**config.mk**
```make
export PLATFORM = sky130hd
export DESIGN_NAME = multi_pass_frame_buffer_flat
export DESIGN_NICKNAME = d
export VERILOG_FILES = /design/src/rtl/multi_pass_frame_buffer_pkg.sv /design/src/rtl/multi_pass_frame_buffer_if.sv /design/src/rtl/multi_pass_frame_buffer_ram.sv /design/src/rtl/multi_pass_frame_buffer.sv /design/src/flat_wrapper.sv
export SDC_FILE = /design/constraint.sdc
export NUM_CORES = 1
export LEC_CHECK = 0
export CAP_MARGIN = 40
export CORE_MARGIN = 10
export CORE_UTILIZATION = 30
export CTS_BUF_LIST = sky130_fd_sc_hd__clkbuf_4 sky130_fd_sc_hd__clkbuf_8 sky130_fd_sc_hd__clkbuf_16
export CTS_CLUSTER_SIZE = 20
export DETAILED_ROUTE_END_ITERATION = 16
export PLACE_DENSITY = 0.47
export SYNTH_ARGS = -nofsm -noshare
export SYNTH_HDL_FRONTEND = slang
export SYNTH_SLANG_ARGS = --single-unit
```
**constraint.sdc**
```tcl
create_clock -name clk -period 2 [get_ports clk]
set_clock_uncertainty 0.15 [all_clocks]
set_input_delay 0.2 -clock clk [delete_from_list [all_inputs] [get_ports clk]]
set_output_delay 0.2 -clock clk [all_outputs]
set_load 0.1 [all_outputs]
```
**src/rtl/multi_pass_frame_buffer_pkg.sv**
```systemverilog
// Shared definitions for the multi-pass frame buffer.
//   state_t       : FSM state encoding (IDLE / FILL / REPLAY)
//   mpfb_ptr_w()  : width of frame length and pointers, which must hold the value DEPTH
//   mpfb_addr_w() : width of a RAM word address (0 .. DEPTH-1)
package multi_pass_frame_buffer_pkg;

  typedef enum logic [1:0] {
    IDLE   = 2'd0,
    FILL   = 2'd1,
    REPLAY = 2'd2
  } state_t;

  function automatic int mpfb_ptr_w(input int depth);
    return $clog2(depth + 1);
  endfunction

  function automatic int mpfb_addr_w(input int depth);
    return (depth > 1) ? $clog2(depth) : 1;
  endfunction

endpackage

```
**src/rtl/multi_pass_frame_buffer_if.sv**
```systemverilog
// Write/read stream bundle of the multi-pass frame buffer.
//   write side : wr_valid, wr_ready, wr_data, wr_last
//   read side  : rd_valid, rd_ready, rd_data, rd_last
//   status     : pass_idx, frame_len, busy
// Modport slave is the buffer itself; modport master is the surrounding logic.
interface multi_pass_frame_buffer_if
  import multi_pass_frame_buffer_pkg::*;
#(
  parameter int DATA_WIDTH = 8,
  parameter int DEPTH      = 16,
  parameter int NUM_PASSES = 2
);
  localparam int PTR_W  = mpfb_ptr_w(DEPTH);
  localparam int PASS_W = $clog2(NUM_PASSES) + 1;

  logic                  wr_valid;
  logic                  wr_ready;
  logic [DATA_WIDTH-1:0] wr_data;
  logic                  wr_last;
  logic                  rd_valid;
  logic                  rd_ready;
  logic [DATA_WIDTH-1:0] rd_data;
  logic                  rd_last;
  logic [PASS_W-1:0]     pass_idx;
  logic [PTR_W-1:0]      frame_len;
  logic                  busy;

  modport slave (
    input  wr_valid, wr_data, wr_last, rd_ready,
    output wr_ready, rd_valid, rd_data, rd_last, pass_idx, frame_len, busy
  );

  modport master (
    output wr_valid, wr_data, wr_last, rd_ready,
    input  wr_ready, rd_valid, rd_data, rd_last, pass_idx, frame_len, busy
  );
endinterface

```
**src/rtl/multi_pass_frame_buffer_ram.sv**
```systemverilog
// mpfb_ram: simple dual-port storage for one frame segment.
//   clk   : write clock
//   we    : write enable, waddr/wdata : write port (synchronous)
//   raddr : read address, rdata : read data (asynchronous, enables fall-through output)
// Contents are never reset.
module mpfb_ram #(
  parameter int DATA_WIDTH = 8,
  parameter int DEPTH      = 16,
  parameter int ADDR_W     = 4
) (
  input  logic                  clk,
  input  logic                  we,
  input  logic [ADDR_W-1:0]     waddr,
  input  logic [DATA_WIDTH-1:0] wdata,
  input  logic [ADDR_W-1:0]     raddr,
  output logic [DATA_WIDTH-1:0] rdata
);
  logic [DATA_WIDTH-1:0] mem [DEPTH];

  always_ff @(posedge clk) begin
    if (we) mem[waddr] <= wdata;
  end

  assign rdata = mem[raddr];
endmodule

```
**src/rtl/multi_pass_frame_buffer.sv**
```systemverilog
// multi_pass_frame_buffer: captures one frame segment (closed by wr_last or by
// reaching DEPTH beats), then replays it NUM_PASSES times with pass tagging.
// Ports:
//   clk, reset : clock, synchronous active-high reset
//   flush      : synchronous abort to IDLE, captured frame discarded
//   overrun    : sticky flag, write attempted while replaying
//                (present only when MPFB_OVERRUN_FLAG_EN is defined)
//   bus        : multi_pass_frame_buffer_if.slave write/read streams and status
module multi_pass_frame_buffer
  import multi_pass_frame_buffer_pkg::*;
#(
  parameter int DATA_WIDTH = 8,
  parameter int DEPTH      = 16,
  parameter int NUM_PASSES = 2
) (
  input  logic clk,
  input  logic reset,
  input  logic flush,
`ifdef MPFB_OVERRUN_FLAG_EN
  output logic overrun,
`endif
  multi_pass_frame_buffer_if.slave bus
);
  localparam int PTR_W  = mpfb_ptr_w(DEPTH);
  localparam int ADDR_W = mpfb_addr_w(DEPTH);
  localparam int PASS_W = $clog2(NUM_PASSES) + 1;

  state_t                state, state_nxt;
  logic [PTR_W-1:0]      wr_ptr, rd_ptr, frame_len;
  logic [PASS_W-1:0]     pass_idx;
  logic                  wr_ready, rd_valid, rd_last, busy;
  logic                  wr_fire, rd_fire, final_pass, ram_we;
  logic [DATA_WIDTH-1:0] ram_rdata;

  assign final_pass = (pass_idx == PASS_W'(NUM_PASSES - 1));

  always_ff @(posedge clk) begin
    if (reset) state <= IDLE;
    else       state <= state_nxt;
  end

  always_comb begin
    state_nxt = state;
    wr_ready  = 1'b0;
    rd_valid  = 1'b0;
    rd_last   = 1'b0;
    busy      = 1'b0;
    case (state)
      IDLE: begin
        wr_ready = 1'b1;
        if (bus.wr_valid) state_nxt = bus.wr_last ? REPLAY : FILL;
      end
      FILL: begin
        wr_ready = 1'b1;
        busy     = 1'b1;
        // Close on wr_last, or when this beat fills the last free slot.
        if (bus.wr_valid && (bus.wr_last || frame_len == PTR_W'(DEPTH - 1)))
          state_nxt = REPLAY;
      end
      REPLAY: begin
        rd_valid = 1'b1;
        busy     = 1'b1;
        rd_last  = (rd_ptr == frame_len - 1'b1);
        if (bus.rd_ready && rd_last && final_pass) state_nxt = IDLE;
      end
      default: state_nxt = IDLE;
    endcase
    if (flush) state_nxt = IDLE;
  end

  assign wr_fire = bus.wr_valid && wr_ready;
  assign rd_fire = rd_valid && bus.rd_ready;

  // In IDLE both wr_ptr and frame_len are 0, so the same increment covers the
  // first beat and every FILL beat.
  always_ff @(posedge clk) begin
    if (reset || flush) begin
      wr_ptr    <= '0;
      rd_ptr    <= '0;
      frame_len <= '0;
      pass_idx  <= '0;
    end else begin
      if (wr_fire) begin
        wr_ptr    <= wr_ptr + 1'b1;
        frame_len <= frame_len + 1'b1;
      end
      if (rd_fire) begin
        if (rd_last) begin
          rd_ptr <= '0;
          if (final_pass) begin
            pass_idx  <= '0;
            frame_len <= '0;
            wr_ptr    <= '0;
          end else begin
            pass_idx <= pass_idx + 1'b1;
          end
        end else begin
          rd_ptr <= rd_ptr + 1'b1;
        end
      end
    end
  end

  // An aborted beat must not land in memory either.
  assign ram_we = wr_fire && !flush && !reset;

  mpfb_ram #(
    .DATA_WIDTH (DATA_WIDTH),
    .DEPTH      (DEPTH),
    .ADDR_W     (ADDR_W)
  ) u_ram (
    .clk   (clk),
    .we    (ram_we),
    .waddr (wr_ptr[ADDR_W-1:0]),
    .wdata (bus.wr_data),
    .raddr (rd_ptr[ADDR_W-1:0]),
    .rdata (ram_rdata)
  );

`ifdef MPFB_OVERRUN_FLAG_EN
  always_ff @(posedge clk) begin
    if (reset || flush)                       overrun <= 1'b0;
    else if (bus.wr_valid && state == REPLAY) overrun <= 1'b1;
  end
`endif

  assign bus.wr_ready  = wr_ready;
  assign bus.rd_valid  = rd_valid;
  assign bus.rd_last   = rd_last;
  assign bus.busy      = busy;
  assign bus.pass_idx  = pass_idx;
  assign bus.frame_len = frame_len;
  // Output is forced to zero outside REPLAY so idle/reset data is defined.
  assign bus.rd_data   = (state == REPLAY) ? ram_rdata : '0;
endmodule

```
**src/flat_wrapper.sv**
```systemverilog
// flat-port wrapper written by rule: the top's interface ports become plain ports
module multi_pass_frame_buffer_flat import multi_pass_frame_buffer_pkg::*;
#(
  parameter int DATA_WIDTH = 8,
  parameter int DEPTH      = 16,
  parameter int NUM_PASSES = 2
)
  (clk, reset, flush, bus_wr_valid, bus_wr_data, bus_wr_last, bus_rd_ready, bus_wr_ready, bus_rd_valid, bus_rd_data, bus_rd_last, bus_pass_idx, bus_frame_len, bus_busy);
  multi_pass_frame_buffer_if #(.DATA_WIDTH(DATA_WIDTH), .DEPTH(DEPTH), .NUM_PASSES(NUM_PASSES)) bus_i ();
  input  logic clk;
  input  logic reset;
  input  logic flush;
  input wire logic [$bits(bus_i.wr_valid)-1:0] bus_wr_valid;
  input wire logic [$bits(bus_i.wr_data)-1:0] bus_wr_data;
  input wire logic [$bits(bus_i.wr_last)-1:0] bus_wr_last;
  input wire logic [$bits(bus_i.rd_ready)-1:0] bus_rd_ready;
  output wire logic [$bits(bus_i.wr_ready)-1:0] bus_wr_ready;
  output wire logic [$bits(bus_i.rd_valid)-1:0] bus_rd_valid;
  output wire logic [$bits(bus_i.rd_data)-1:0] bus_rd_data;
  output wire logic [$bits(bus_i.rd_last)-1:0] bus_rd_last;
  output wire logic [$bits(bus_i.pass_idx)-1:0] bus_pass_idx;
  output wire logic [$bits(bus_i.frame_len)-1:0] bus_frame_len;
  output wire logic [$bits(bus_i.busy)-1:0] bus_busy;
  assign bus_i.wr_valid = bus_wr_valid;
  assign bus_i.wr_data = bus_wr_data;
  assign bus_i.wr_last = bus_wr_last;
  assign bus_i.rd_ready = bus_rd_ready;
  assign bus_wr_ready = bus_i.wr_ready;
  assign bus_rd_valid = bus_i.rd_valid;
  assign bus_rd_data = bus_i.rd_data;
  assign bus_rd_last = bus_i.rd_last;
  assign bus_pass_idx = bus_i.pass_idx;
  assign bus_frame_len = bus_i.frame_len;
  assign bus_busy = bus_i.busy;
  multi_pass_frame_buffer #(.DATA_WIDTH(DATA_WIDTH), .DEPTH(DEPTH), .NUM_PASSES(NUM_PASSES)) u_core (.clk(clk), .reset(reset), .flush(flush), .bus(bus_i));
endmodule
```
=== Yosys cells after proc, flatten, opt, wreduce, memory -nomap -nowiden ===
Memories as Yosys holds them, arrays and structs flattened. A register that Yosys moved wholly into a read port is not among the register bits.
Cells that the tools add are included.

* Flip-flop bits (word level): 19
* Latch bits: 0
* RAM bits: 128
* ROM bits: 0
* Input port bits: 14
* Output and inout bits: 19
* Word-level logic and storage cells: 60
* Memories kept: 1

{| class="wikitable"
|+ Memories
! name !! words !! bits a word !! read ports !! clocked after Yosys merged registers in !! wr ports !! RTL line !! source
|-
| u_core.u_ram.mem || 16 || 8 || 1 || 1 || 1 || multi_pass_frame_buffer_ram.sv:18 || <nowiki>logic [DATA_WIDTH-1:0] mem [DEPTH];</nowiki>
|}

* $add $sub $neg: 5
* Multipliers: 0
* Divide/modulo/power cells: 0
* Magnitude comparators: 0
* Equality and inequality tests: 8
* Shifts and indexed selects: 0
* Muxes and demuxes: 24
* Bitwise operators: 0
* Reduce and logical (&&, ||, !) cells: 17

{| class="wikitable"
|+ Operators with widths
! kind !! number
|-
| 5-bit 2-to-1 mux || 9
|-
| 5-bit by 1-bit adder with 5-bit output, second input constant || 3
|-
| 2-bit 2-to-1 mux || 5
|-
| 4-bit 2-to-1 mux || 2
|-
| 8-bit 2-to-1 mux || 1
|-
| 1-bit logical AND || 7
|-
| 1-bit 2-to-1 mux || 6
|-
| 2-bit one-hot mux with 3 select lines || 1
|-
| 2-bit OR reduction || 3
|-
| 5-bit by 4-bit == test with 1-bit output, second input constant || 1
|-
| 5-bit == test || 1
|-
| 5-bit by 1-bit subtractor with 5-bit output, second input constant || 1
|-
| 2-bit by 1-bit == test with 1-bit output, second input constant || 2
|-
| 2-bit by 1-bit != test with 1-bit output, second input constant || 2
|-
| 3-bit AND reduction || 1
|-
| 2-bit by 1-bit adder with 2-bit output, second input constant || 1
|-
| 2-bit == test, second input constant || 1
|-
| 1-bit logical NOT || 2
|-
| 2-bit logical NOT || 1
|-
| 1-bit logical OR || 2
|-
| 2-bit != test, second input constant || 1
|-
| 2-bit AND reduction || 1
|}

=== Longest topological paths before layout ===
* Word-level depth: 8
* Mapped depth: 8
* Depth with buffers taken out: 8

=== Modules after synthesis ===
Synthesis repeated with hierarchy kept, for this count alone.

* Cells, all modules: 359
* Area, all modules: 6107.1 µm²

{| class="wikitable"
|+ By module, submodules not included
! module !! instances !! cells an instance !! area an instance (µm²)
|-
| mpfb_ram || 1 || 221 || 4987.3
|-
| multi_pass_frame_buffer || 1 || 138 || 1119.8
|}

=== Least setup slack after synthesis ===
No wires, ideal clock.

* Path kind: reg-to-output
* From: register u_core.frame_len[0] (netlist: u_core.bus.frame_len[0])
* To: output port bus_rd_last
* Arrival: 2958 ps
* Required time: 1650 ps
* Path slack: -1308 ps
* Cell stages (with the launch flop): 7
* Buffers on the path: 0
* Path through: dfxtp_1 > inv_1 > ha_1 > xor3_1 > nor3_2 > and3_2 > and2_1

* Longest elaborated chain between the ends: 3

{| class="wikitable"
|+ Ends and longest elaborated chain
! what !! RTL line !! source
|-
| start, declared || multi_pass_frame_buffer.sv:29 || <nowiki>logic [PTR_W-1:0] wr_ptr, rd_ptr, frame_len;</nowiki>
|-
| start signal, assigned || multi_pass_frame_buffer.sv:85 || <nowiki>frame_len <= frame_len + 1'b1;</nowiki>
|-
| 5-bit by 1-bit subtractor with 5-bit output || multi_pass_frame_buffer.sv:63 || <nowiki>rd_last = (rd_ptr == frame_len - 1'b1);</nowiki>
|-
| 5-bit == test || multi_pass_frame_buffer.sv:63 ||
|-
| 1-bit 2-to-1 mux || multi_pass_frame_buffer.sv:48 || <nowiki>case (state)</nowiki>
|-
| end, declared || flat_wrapper.sv:20 || <nowiki>output wire logic [$bits(bus_i.rd_last)-1:0] bus_rd_last;</nowiki>
|}

No other way between the ends.

==> results.ini <==
[outcome]
outcome = finished, violations left
failed_checks = negative setup slack

[grt]
vias_in_the_first_global_route = 3617
grt_start_max_net_pins = 33
grt_pass1_wl_um = 22700
gr-usage-all-layers_pct = 11.7
antenna_found_initial = 0
overflow = 0

[critical_path]
crit_arrival_ns = 2.33
setup.worst_path.end_class = output port
rr_worst_depth = 8
crit_buf_inv = 2
worst-path-max-fanout = 8
cp_cell_instances = buf_12, mux4_2, mux4_2, and2_4, buf_12
crit_path_top_delay_cell = sky130_fd_sc_hd__mux4_2
cp.required_ns = 1.65
crit_family = multiplexers
critical_path_cell_count = 5
critPathKind = reg -> out
crit_path_max_incr_delay_ns = 0.55
critPathLaunchType = flip-flop

[floorplan]
fp.dieH_um = 163
placement_rows = 52
floorplan.initialDensity_pct = 30.4
coreArea_um2 = 20200
die_area_um2 = 26600
die_width_um = 163
total_i_o_pin_count = 33

[placed_design]
place.port_buffers = 32
placed_area_um2 = 7410
placed_cells_incl_taps = 669
post-dp-hpwl_um = 9880
gp_congestion = 0.743

[final_layout]
syn_to_final_growth_pct = 34.9
finish.net_count = 453
layout.cell_area.non_filler_um2 = 8300
drive_gt1_share_pct = 44.2
fin_cells = 711
antenna_cells = 0
utilization_pct = 41.0

[synthesis]
post_synthesis_cell_type_count = 39
synth_sequential_area_ratio_pct = 69.6
syn_inst = 348
warnings_synthesis = 0
synth_enable_flop_cells = 128
synth_seq_cells = 150
synth_top_flop_cell = sky130_fd_sc_hd__edfxtp_1
synthesis.area_per_instance_um2 = 17.7
synth.net_count = 373
mappedNetlistArea_um2 = 6150
ys_async_sr_fraction_pct = 0
yosys.cell_count.top_type = sky130_fd_sc_hd__edfxtp_1
synth_top_cells_by_count = sky130_fd_sc_hd__edfxtp_1 (128), sky130_fd_sc_hd__mux4_2 (40), sky130_fd_sc_hd__dfxtp_1 (22), sky130_fd_sc_hd__nand2_1 (21), sky130_fd_sc_hd__and2_1 (20)
synth_area_leaders = sky130_fd_sc_hd__edfxtp_1 (62%), sky130_fd_sc_hd__mux4_2 (15%), sky130_fd_sc_hd__dfxtp_1 (7.2%)
yosysTopAreaCell = sky130_fd_sc_hd__edfxtp_1
synth_top_cell_area_share_pct = 62.5

[worst_hold_path]
worstHoldPathType = reg -> reg
timing.hold.worst_path_depth = 2

[detailed_routing]
routed_via_density = 4.81
drt_first_pass_iters = 4
avgRoutedWirePerCell_um = 21.4
wirelength_um = 15200
vias = 3418
final_antenna_net_count = 0
route.detailed.drc = 0
initialDrtViolationCount = 204

[timing]
finalCritPeriodShare_pct = 134
fmax_ghz = 0.373
finalHoldViolCount = 0
finalCriticalPeriod_ns = 2.68
drv_slew = 0
setup_viol = 12
tightest_slew_ns = 0.570
timing.slew.headroom_pct = 61.9
grt_setup_unrepaired = true
worst_slack_ns = -0.681

[clocking]
cts_hold_repair.buffers = 0
worst_setup_hold_path_clk_slew_ns = 0.06
cts.sinks = 150
tritoncts.num_buffers = 17
htree_num_levels = 4
clkLatencyLatePin_ns = 0.42
tritoncts = built
clock_path_buffers = 2
cts.root.buffer_cell = sky130_fd_sc_hd__clkbuf_16

[flow_run]
max-cap-violations = 0

[pwr]
cellPowerDensity_nw_per_um2 = 833
power.ir.vdd_worst_uv = 507
power.leakage_uw = 0.00270

-- worst min-delay path, stage by stage, from the launching register on --
cell,delay (ns)
sky130_fd_sc_hd__dfxtp_1,0.33
sky130_fd_sc_hd__nand2_1,0.06
sky130_fd_sc_hd__a21oi_1,0.03
-- routing by layer --
layer  track usage (%)  vias to the layer above  share of wire (%)
met1              14.4                     1789                 44
met2              19.2                       84                 50
li1                  -                     1533                  -
met4              3.81                        0                1.4
met3              3.50                       12                4.8
met5                 0                        -                  0
-- worst paths after layout --
kind / from / endpoint / slack (ns)
hold / removal: u_core.bus.pass_idx[1]$_SDFFE_PP0P_ / u_core.bus.pass_idx[1]$_SDFFE_PP0P_ / 0.31
setup / recovery: flip-flop / bus_rd_data[4] / -0.68
hold reg to reg: u_core.bus.pass_idx[1]$_SDFFE_PP0P_ / u_core.bus.pass_idx[1]$_SDFFE_PP0P_ / 0.31
setup reg to reg: u_core.bus.frame_len[1]$_SDFF_PP0_ / u_core.state[1]$_SDFFE_PP0P_ / -0.11
-- report_power, final --
part | leakage (uW) | switching [uW] | internal, uW
Clock | 0.000284 | 1280 | 1860
Sequential | 0.00133 | 8.51 | 3400
Combinational | 0.00108 | 218 | 149
Total | 0.00270 | 1510 | 5410
-- cell families after synthesis --
family	share of synthesized area [%]
muxes	14.6
xor gates and xnor gates	1.81
buffers and inverters	1.55
AOI/OAI and AO/OA	1.87
adders and majority gates	2.24
and+or+nand+nor	8.29
DFF	69.6
-- flip-flops by register name, indices dropped and copies added, names as in the netlist, named ones only --
signal / count
u_core.u_ram.mem: 128
u_core.bus.frame_len: 5
u_core.rd_ptr: 5
u_core.wr_ptr: 4
u_core.bus.pass_idx: 2
u_core.state: 2
-- area by class of cell --
type	instances	area, um^2
flip-flops and latches	150	4310
well taps	270	338
fillers	1794	11900
clock buffers	18	433
inverters	10	42.5
multi-input cells	174	2050
clock inverters	14	149
repair buffers	75	980
-- metrics by stage --
| step | setup slack [ns] | hold slack (ns) | total power, uW | setup TNS, ns |
|---|---|---|---|---|
| 2_1_floorplan | -0.137 | 0.149 | 3650 | -1.44 |
| 3_3_place_gp | -0.303 | 0.299 | 3810 | -17.65 |
| 3_5_place_dp | -0.324 | 0.290 | 3810 | -18.47 |
| 4_1_cts | -0.722 | 0.305 | 6990 | -6.04 |
| 5_1_grt | -0.745 | 0.325 | 7160 | -7.38 |
| 6_report | -0.681 | 0.310 | 6920 | -5.81 |
-- repair_timing --
item | 4_1_cts | 5_1_grt
gates resized for setup | 13 | 40
gates cloned | 0 | 0
endpoints found under the setup margin | 32 | 154
buffers inserted | 5 | 6
pin swaps | 7 | 16
-- cells in the final DEF (no fill, tap or decap), types with 3 or more instances in the layout --
cell                              instances
sky130_fd_sc_hd__nand4_1                  3
sky130_fd_sc_hd__nand2_1                 20
sky130_fd_sc_hd__inv_6                    4
sky130_fd_sc_hd__ha_4                     3
sky130_fd_sc_hd__clkinv_2                 3
sky130_fd_sc_hd__clkbuf_16               17
sky130_fd_sc_hd__buf_4                   25
sky130_fd_sc_hd__dfxtp_1                 14
sky130_fd_sc_hd__nor4_1                   4
sky130_fd_sc_hd__buf_12                  28
sky130_fd_sc_hd__and2_1                   7
sky130_fd_sc_hd__inv_1                    8
sky130_fd_sc_hd__nand3_1                  6
sky130_fd_sc_hd__o21ai_0                  4
sky130_fd_sc_hd__xor2_1                   5
sky130_fd_sc_hd__ha_1                     5
sky130_fd_sc_hd__clkdlybuf4s50_1         13
sky130_fd_sc_hd__a21oi_1                  4
sky130_fd_sc_hd__buf_6                    9
sky130_fd_sc_hd__mux4_2                  40
sky130_fd_sc_hd__and3_4                   5
sky130_fd_sc_hd__dfxtp_4                  6
sky130_fd_sc_hd__edfxtp_1               128
sky130_fd_sc_hd__nor2_1                   8
sky130_fd_sc_hd__and2_4                  12
sky130_fd_sc_hd__ha_2                     3
sky130_fd_sc_hd__nor2_4                   3
sky130_fd_sc_hd__xnor2_1                  3
sky130_fd_sc_hd__and3_2                   3
Power figures use the tool's default switching activity.
